**src/rtl/fir_mac_sequencer_if.sv**
```systemverilog
// fir_mac_sequencer_if: sample/coefficient/result bus between the FIR sequencer and its surroundings
interface fir_mac_sequencer_if;
    logic               sample_valid;
    logic signed [15:0] sample_in;
    logic signed [15:0] coeff_in;
    logic               sample_ready;
    logic [5:0]         current_count;
    logic signed [15:0] filter_out;
    logic               out_valid;
    logic               busy;
    modport master (
        output sample_valid, sample_in, coeff_in,
        input  sample_ready, current_count, filter_out, out_valid, busy
    );
    modport slave (
        input  sample_valid, sample_in, coeff_in,
        output sample_ready, current_count, filter_out, out_valid, busy
    );
endinterface

```
**src/rtl/fir_mac_sequencer.sv**
```systemverilog
// fir_mac_sequencer: 64-tap sequential FIR, one MAC per enabled cycle; define FIR_SATURATE_EN to saturate the output instead of wrapping
module fir_mac_sequencer #(
    parameter int NUM_TAPS = 64
) (
    input  logic               clk,
    input  logic               rst,
    input  logic               clk_enable,
    fir_mac_sequencer_if.slave bus
);
    typedef enum logic [1:0] {IDLE, MAC, DONE} state_t;
    state_t             state_q, state_d;
    logic [5:0]         count_q, count_d;
    logic signed [39:0] acc_q, acc_d;
    logic signed [15:0] delay_q [NUM_TAPS];
    logic signed [15:0] delay_d [NUM_TAPS];
    logic signed [15:0] filter_out_q, filter_out_d;
    logic               out_valid_q, out_valid_d;
    logic signed [31:0] product;
    logic signed [39:0] shifted;
    logic signed [15:0] result;

    assign bus.sample_ready  = state_q == IDLE;
    assign bus.busy          = state_q != IDLE;
    assign bus.current_count = count_q;
    assign bus.filter_out    = filter_out_q;
    assign bus.out_valid     = out_valid_q;

    // Next-state and datapath; everything but the out_valid pulse holds while clk_enable is low
    always_comb begin
        state_d      = state_q;
        count_d      = count_q;
        acc_d        = acc_q;
        delay_d      = delay_q;
        filter_out_d = filter_out_q;
        out_valid_d  = 1'b0;
        product      = delay_q[count_q] * bus.coeff_in;
        shifted      = (acc_q + 40'sd16384) >>> 15;
`ifdef FIR_SATURATE_EN
        result = shifted > 40'sd32767 ? 16'sh7fff : shifted < -40'sd32768 ? 16'sh8000 : 16'(shifted);
`else
        result = 16'(shifted);
`endif
        if (clk_enable) begin
            case (state_q)
                IDLE: if (bus.sample_valid) begin
                    for (int k = NUM_TAPS - 1; k > 0; k--) delay_d[k] = delay_q[k - 1];
                    delay_d[0] = bus.sample_in;
                    acc_d      = '0;
                    count_d    = '0;
                    state_d    = MAC;
                end
                MAC: begin
                    acc_d   = acc_q + 40'(product);
                    count_d = count_q + 6'd1;
                    if (count_q == 6'(NUM_TAPS - 1)) begin
                        count_d = '0;
                        state_d = DONE;
                    end
                end
                DONE: begin
                    filter_out_d = result;
                    out_valid_d  = 1'b1;
                    state_d      = IDLE;
                end
                default: state_d = IDLE;
            endcase
        end
    end

    // State registers with asynchronous active-low reset that aborts any frame in flight
    always_ff @(posedge clk or negedge rst) begin
        if (!rst) begin
            state_q      <= IDLE;
            count_q      <= '0;
            acc_q        <= '0;
            filter_out_q <= '0;
            out_valid_q  <= 1'b0;
            for (int k = 0; k < NUM_TAPS; k++) delay_q[k] <= '0;
        end else begin
            state_q      <= state_d;
            count_q      <= count_d;
            acc_q        <= acc_d;
            filter_out_q <= filter_out_d;
            out_valid_q  <= out_valid_d;
            delay_q      <= delay_d;
        end
    end
endmodule

```
**src/flat_wrapper.sv**
```systemverilog
// flat-port wrapper written by rule: the top's interface ports become plain ports
module fir_mac_sequencer_flat 
#(
    parameter int NUM_TAPS = 64
)
  (clk, rst, clk_enable, bus_sample_valid, bus_sample_in, bus_coeff_in, bus_sample_ready, bus_current_count, bus_filter_out, bus_out_valid, bus_busy);
  fir_mac_sequencer_if bus_i ();
  input  logic clk;
  input  logic rst;
  input  logic clk_enable;
  input wire logic [$bits(bus_i.sample_valid)-1:0] bus_sample_valid;
  input wire logic [$bits(bus_i.sample_in)-1:0] bus_sample_in;
  input wire logic [$bits(bus_i.coeff_in)-1:0] bus_coeff_in;
  output wire logic [$bits(bus_i.sample_ready)-1:0] bus_sample_ready;
  output wire logic [$bits(bus_i.current_count)-1:0] bus_current_count;
  output wire logic [$bits(bus_i.filter_out)-1:0] bus_filter_out;
  output wire logic [$bits(bus_i.out_valid)-1:0] bus_out_valid;
  output wire logic [$bits(bus_i.busy)-1:0] bus_busy;
  assign bus_i.sample_valid = bus_sample_valid;
  assign bus_i.sample_in = bus_sample_in;
  assign bus_i.coeff_in = bus_coeff_in;
  assign bus_sample_ready = bus_i.sample_ready;
  assign bus_current_count = bus_i.current_count;
  assign bus_filter_out = bus_i.filter_out;
  assign bus_out_valid = bus_i.out_valid;
  assign bus_busy = bus_i.busy;
  fir_mac_sequencer #(.NUM_TAPS(NUM_TAPS)) u_core (.clk(clk), .rst(rst), .clk_enable(clk_enable), .bus(bus_i));
endmodule
```
**config.mk**
```make
export PLATFORM = sky130hd
export DESIGN_NAME = fir_mac_sequencer_flat
export DESIGN_NICKNAME = d
export VERILOG_FILES = /design/src/rtl/fir_mac_sequencer_if.sv /design/src/rtl/fir_mac_sequencer.sv /design/src/flat_wrapper.sv
export SDC_FILE = /design/constraint.sdc
export NUM_CORES = 2
export LEC_CHECK = 0
export ABC_AREA = 1
export CAP_MARGIN = 20
export CORE_ASPECT_RATIO = 0.5
export CORE_UTILIZATION = 31
export CTS_CLUSTER_DIAMETER = 60
export CTS_CLUSTER_SIZE = 24
export DETAILED_ROUTE_END_ITERATION = 16
export HOLD_SLACK_MARGIN = 0.12
export SLEW_MARGIN = 30
export SYNTH_ARGS = -nofsm -noshare
export SYNTH_HDL_FRONTEND = slang
export SYNTH_SLANG_ARGS = --single-unit
```
**constraint.sdc**
```tcl
create_clock -name clk -period 7.6 [get_ports clk]
set_clock_uncertainty 0.2 [all_clocks]
set_input_delay 1.14 -clock clk [delete_from_list [all_inputs] [get_ports clk]]
set_output_delay 1.14 -clock clk [all_outputs]
set_load 0.005 [all_outputs]
```
# Word level (Yosys, flattened, before mapping)
# Cells that the tools add are included.
# op_classes
n_addsub	3
n_mul	1
n_lt_le_gt_ge	1
eq_ne	5
n_mux	13
n_bitwise	1
reduce_logical	7
# op_table
operator	n
binary-select mux 16 bit (select 6 bit)	1
case mux 40 bit (2 select lines)	1
adder 40 x 32 -> 40 bit	1
2-to-1 mux 40 bit	1
multiplier 16 x 16 -> 32 bit	1
2-to-1 mux 16 bit	2
adder 31 x 16 -> 31 bit, second input constant	1
2-to-1 mux 6 bit	2
case mux 6 bit (2 select lines)	1
AND reduction 3 bit	3
>= comparator 7 bit, second input constant	1
inverter 6 -> 7 bit	1
adder 6 x 1 -> 6 bit, second input constant	1
== test 6 bit, second input constant	1
2-to-1 mux 2 bit	2
case mux 2 bit (2 select lines)	1
nonzero test 2 bit	2
== test 2 x 1 -> 1 bit, second input constant	1
== test 2 bit, second input constant	1
logical NOT 2 bit	1
2-to-1 mux 1 bit	2
!= test 2 x 1 -> 1 bit, second input constant	1
!= test 2 bit, second input constant	1
AND reduction 2 bit	1
# totals
register_bits	1089
input_bits	36
output_inout_bits	25
word_cells	100

# Depth between registers and ports, before layout
# logic_depth
word_depth	7
mapped_depth	40
mapped_depth_nobuf	39

# Least setup slack after synthesis
# OpenSTA, ideal clock, no wires.
# synth_path
kind	register -> register
from	register u_core.count_q[0], in the netlist u_core.bus.current_count[0]
to	register u_core.acc_q[27]
setup_ps	131
arrival_time_ps	6730
required_time_ps	7269
setup_slack_ps	539
stages_incl_launch_ff	34
n_path_buf	3
synth_period_minus_slack_ps	7061
cell_sequence	dfrtp_1 buf_6 buf_6 a21oi_1 o21ai_0 nand3_1 nand3_1 nand2_1 nand3_1 nand2_2 clkbuf_1 nand2_1 fa_1 inv_1 fa_1 inv_1 fa_1 inv_1 fa_1 fa_1 inv_1 fa_1 inv_1 ha_1 nand2_1 nor2_1 nor3b_1 nand4_1 nand3_1 a21o_1 a21oi_1 or2_2 nand3_1 o21ai_0
# synth_via
elab_chain_cells	7
# synth_rtl
element	line	text
start, declared	fir_mac_sequencer.sv:12	logic [5:0] count_q, count_d;
start signal, assigned	fir_mac_sequencer.sv:81	count_q <= count_d;
inverter 6 -> 7 bit (not written as such)	fir_mac_sequencer.sv:36	product = delay_q[count_q] * bus.coeff_in;
binary-select mux 16 bit (select 6 bit)	fir_mac_sequencer.sv:36	
2-to-1 mux 16 bit (not written as such) (2 in series)	fir_mac_sequencer.sv:36	
multiplier 16 x 16 -> 32 bit	fir_mac_sequencer.sv:36	
adder 40 x 32 -> 40 bit	fir_mac_sequencer.sv:53	acc_d = acc_q + 40'(product);
case mux 40 bit (2 select lines)	fir_mac_sequencer.sv:44	case (state_q)
end signal, assigned	fir_mac_sequencer.sv:75	acc_q <= '0;
end signal, assigned	fir_mac_sequencer.sv:82	acc_q <= acc_d;
end, declared	fir_mac_sequencer.sv:13	logic signed [39:0] acc_q, acc_d;
# Every way passes these cells. The select of a mux whose other input is x is not followed.
# A chain may end at the register's enable or synchronous reset.

# Worst setup path after layout
# Ends and elaborated chain as after synthesis.

==> results.tsv <==
stage	metric	value	unit
grt	met2_usage	26.5	%
outcome	violations	setup timing	
drt	vias_per_cell	4.80	
logic_synthesis	synth_flop_cell	dfrtp_1	
grt	grt_max_degree	250	
final_layout	area_growth	18.3	%
grt	track_usage	16.4	%
cts	cts_sinks	1080	
drt	ant_nets	0	
cts	cts_root_buf	clkbuf_16	
logic_synthesis	syn-num-nets	7850	
setup_path	required	7940	ps
final_layout	fillers	19400	
logic_synthesis	synth.top_cells.by_area	dfrtp_1, nand2_1, o21ai_0, fa_1, inv_1	
final_layout	fin_util	37.1	%
setup_path	critPathMaxFanout	8	
grt	grt_pass1_vias	47300	
drt	route.detailed.drc	0	
logic_synthesis	synth_edf_count	0	
final_layout	drive_gt1_share	10.5	%
worst_hold_path	hp-class	reg2reg	
final_layout	final_cells	10200	
cts	clockBufferDepth	3	
sta	final-setup-viol-count	3	
setup_path	crit_path_max_incr_delay	610	ps
cts	clk_latency	760	ps
drt	drt_iter0_markers	4656	
floorplan	core	191000	sq um
floorplan	initial_utilization	31.4	%
sta	setup_ws	-63.3	ps
placement	dp.cells	9989	
cts	cts.reportedPaths.clkPinSlew	80	ps
grt	antenna_found_initial	1	
sta	slew_viol_final	0	
sta	finalCriticalPeriod	7660	ps
logic_synthesis	async_flop_share	100	%
setup_path	crit_path_end_kind	flop	
grt	grt_use_met1	23.5	%
grt	met3_usage	2.07	%
sta	fin_crit_sh	101	%
setup_path	crit_slowest_cell	fa_1	
outcome	run_status	finished with violations	
floorplan	dieArea	195000	sq um
logic_synthesis	synth-seq-area-share	45.1	%
placement	hpwlAfterDp	106	mm
logic_synthesis	syn_inst	7432	
floorplan	pin_count	61	
placement	placed_area	65800	sq um
logic_synthesis	yosys_warnings	0	
final_layout	finalNetCount	8024	
placement	gp_congestion	0.896	
sta	rsz0062_at_grt	yes	
floorplan	num_rows	113	
sta	finalHoldViolations	0	
cts	cts_tree	yes	
grt	grt-busiest-layer	met2	
logic_synthesis	yosys.cell_types.count	39	
drt	postRouteWirelength	162	mm
final_layout	multiInputGateArea	28000	sq um
floorplan	die_h	313	um
grt	grt_pass1_wl	262	mm
logic_synthesis	avgSynthCellArea	8.06	sq um
setup_path	crit_arrival	8010	ps
drt	avgRoutedWirePerCell	15.9	um
setup_path	crit_path_frequent_cell	fa_1	
cts	cts_made_buffers	84	
job	cap_violations	0	
sta	fmax	0.130	GHz
setup_path	startpoint_type	flop	
final_layout	final_common_cell	nand2_1	
setup_path	critPathKind	reg2reg	
final_layout	final_cell_mix	nand2_1, o21ai_0, dfrtp_1, inv_1, a21oi_1	
floorplan	die_w	623	um
sta	maxSlewHeadroom	27.6	%
sta	worstMarginPinSlew	1080	ps
placement	io_buffers	60	
logic_synthesis	syn-cell-area	59900	sq um
final_layout	regArea	27000	sq um
cts	htreeDepth	3	
logic_synthesis	ys_seq_elements	1080	
grt	grt_overflow	0	
logic_synthesis	yosysTopAreaCellShare	45.1	%
drt	dr.pass1.iters	6	
drt	num_vias	48900	
final_layout	final_area	70800	sq um
logic_synthesis	synth_top_area_cell	dfrtp_1	
-- cells in the mapped netlist (2+ instances only) --
cell / number
a22o_1: 4
o311ai_1: 11
buf_1: 23
nor3_2: 3
o211ai_1: 17
ha_1: 97
inv_2: 21
nand4_1: 44
a211oi_1: 9
xor2_1: 14
nand2_2: 16
nand3_1: 283
buf_6: 13
o21ai_0: 1250
a21oi_1: 440
buf_2: 87
nor2_1: 250
xnor2_1: 3
dfrtp_1: 1080
o31ai_1: 5
o311ai_2: 2
a21o_1: 6
or2_2: 4
clkbuf_1: 309
buf_4: 37
o22ai_1: 52
nor3b_1: 3
a31oi_1: 2
o21ai_1: 16
fa_1: 285
nor3_1: 8
inv_1: 880
nand2_1: 2152
-- flip-flops by register name (all words and copies together), names as in the netlist --
signal,flops
u_core.delay_q,1024
u_core.bus.current_count,6
u_core.acc_q,31
u_core.bus.out_valid,1
u_core.bus.filter_out,16
u_core.state_q,2
-- worst paths after layout --
kind | start | to | slack, ps | depth (start not counted)
max | u_core.bus.current_count[0] | u_core.acc_q[27] | -60 | 36
min | u_core.delay_q[68] | u_core.delay_q[52] | 220 | 2
max reg2reg | u_core.bus.current_count[0] | u_core.acc_q[27] | -60 | 36
min reg2reg | u_core.delay_q[68] | u_core.delay_q[52] | 220 | 2
max in group asynchronous | rst | u_core.delay_q[203] | 4620 | 5
min in group asynchronous | rst | u_core.delay_q[1008] | 650 | 2
-- layer usage --
metal / part of all wire (%) / wire, um
met1: 47 / 76600
met2: 46 / 74700
met3: 4.7 / 7690
met4: 2.0 / 3230
met5: 0 / 0
-- cell type report --
type / instances / area share [%]
antenna: 1 / 0.00353
clock buffer: 91 / 3.08
clock inverter: 65 / 1.31
inverter: 902 / 4.91
multi-input combinational: 4981 / 39.6
sequential: 1080 / 38.2
tap: 2530 / 4.47
timing repair buffer: 554 / 8.40
timing repair inverter: 3 / 0.0583
-- cells by family after synthesis --
logic type,after synthesis,share of synthesized area [%]
and+or+nand+nor,2767,18.3
adders and majority gates,382,11.6
buffers and inverters,1371,9.17
AOI/OAI and AO/OA,1815,15.6
xor gates and xnor gates,17,0.249
DFF,1080,45.1
-- timing repair --
item                       4_1_cts  5_1_grt
hold buffers                     0        1
hold endpoints to repair         0       29
pin swaps                       21       77
cloned                           7       10
setup buffers                   19       23
resized for setup               82      187
setup endpoints to repair       17       18
-- stage by stage --
stage | TNS, ps | hold WS, ps | setup WS (ps)
2_1_floorplan | 0 | 248 | 539
3_3_place_gp | -1100 | 264 | -207
3_5_place_dp | -2220 | 268 | -313
4_1_cts | 0 | 208 | 0.789
5_1_grt | -3500 | 240 | -364
6_report | -95.4 | 218 | -63.3
-- critical path: cells and delay by family, from the launching register on --
kind,cells,cell delay (ps)
buf+inv,12,1310
simple gates,13,1650
flops,1,510
fa+ha+maj,7,3310
compound gates,4,480
Power is not shown: default switching activity piles up to over one toggle a cycle in this logic, so the estimate is an artifact.
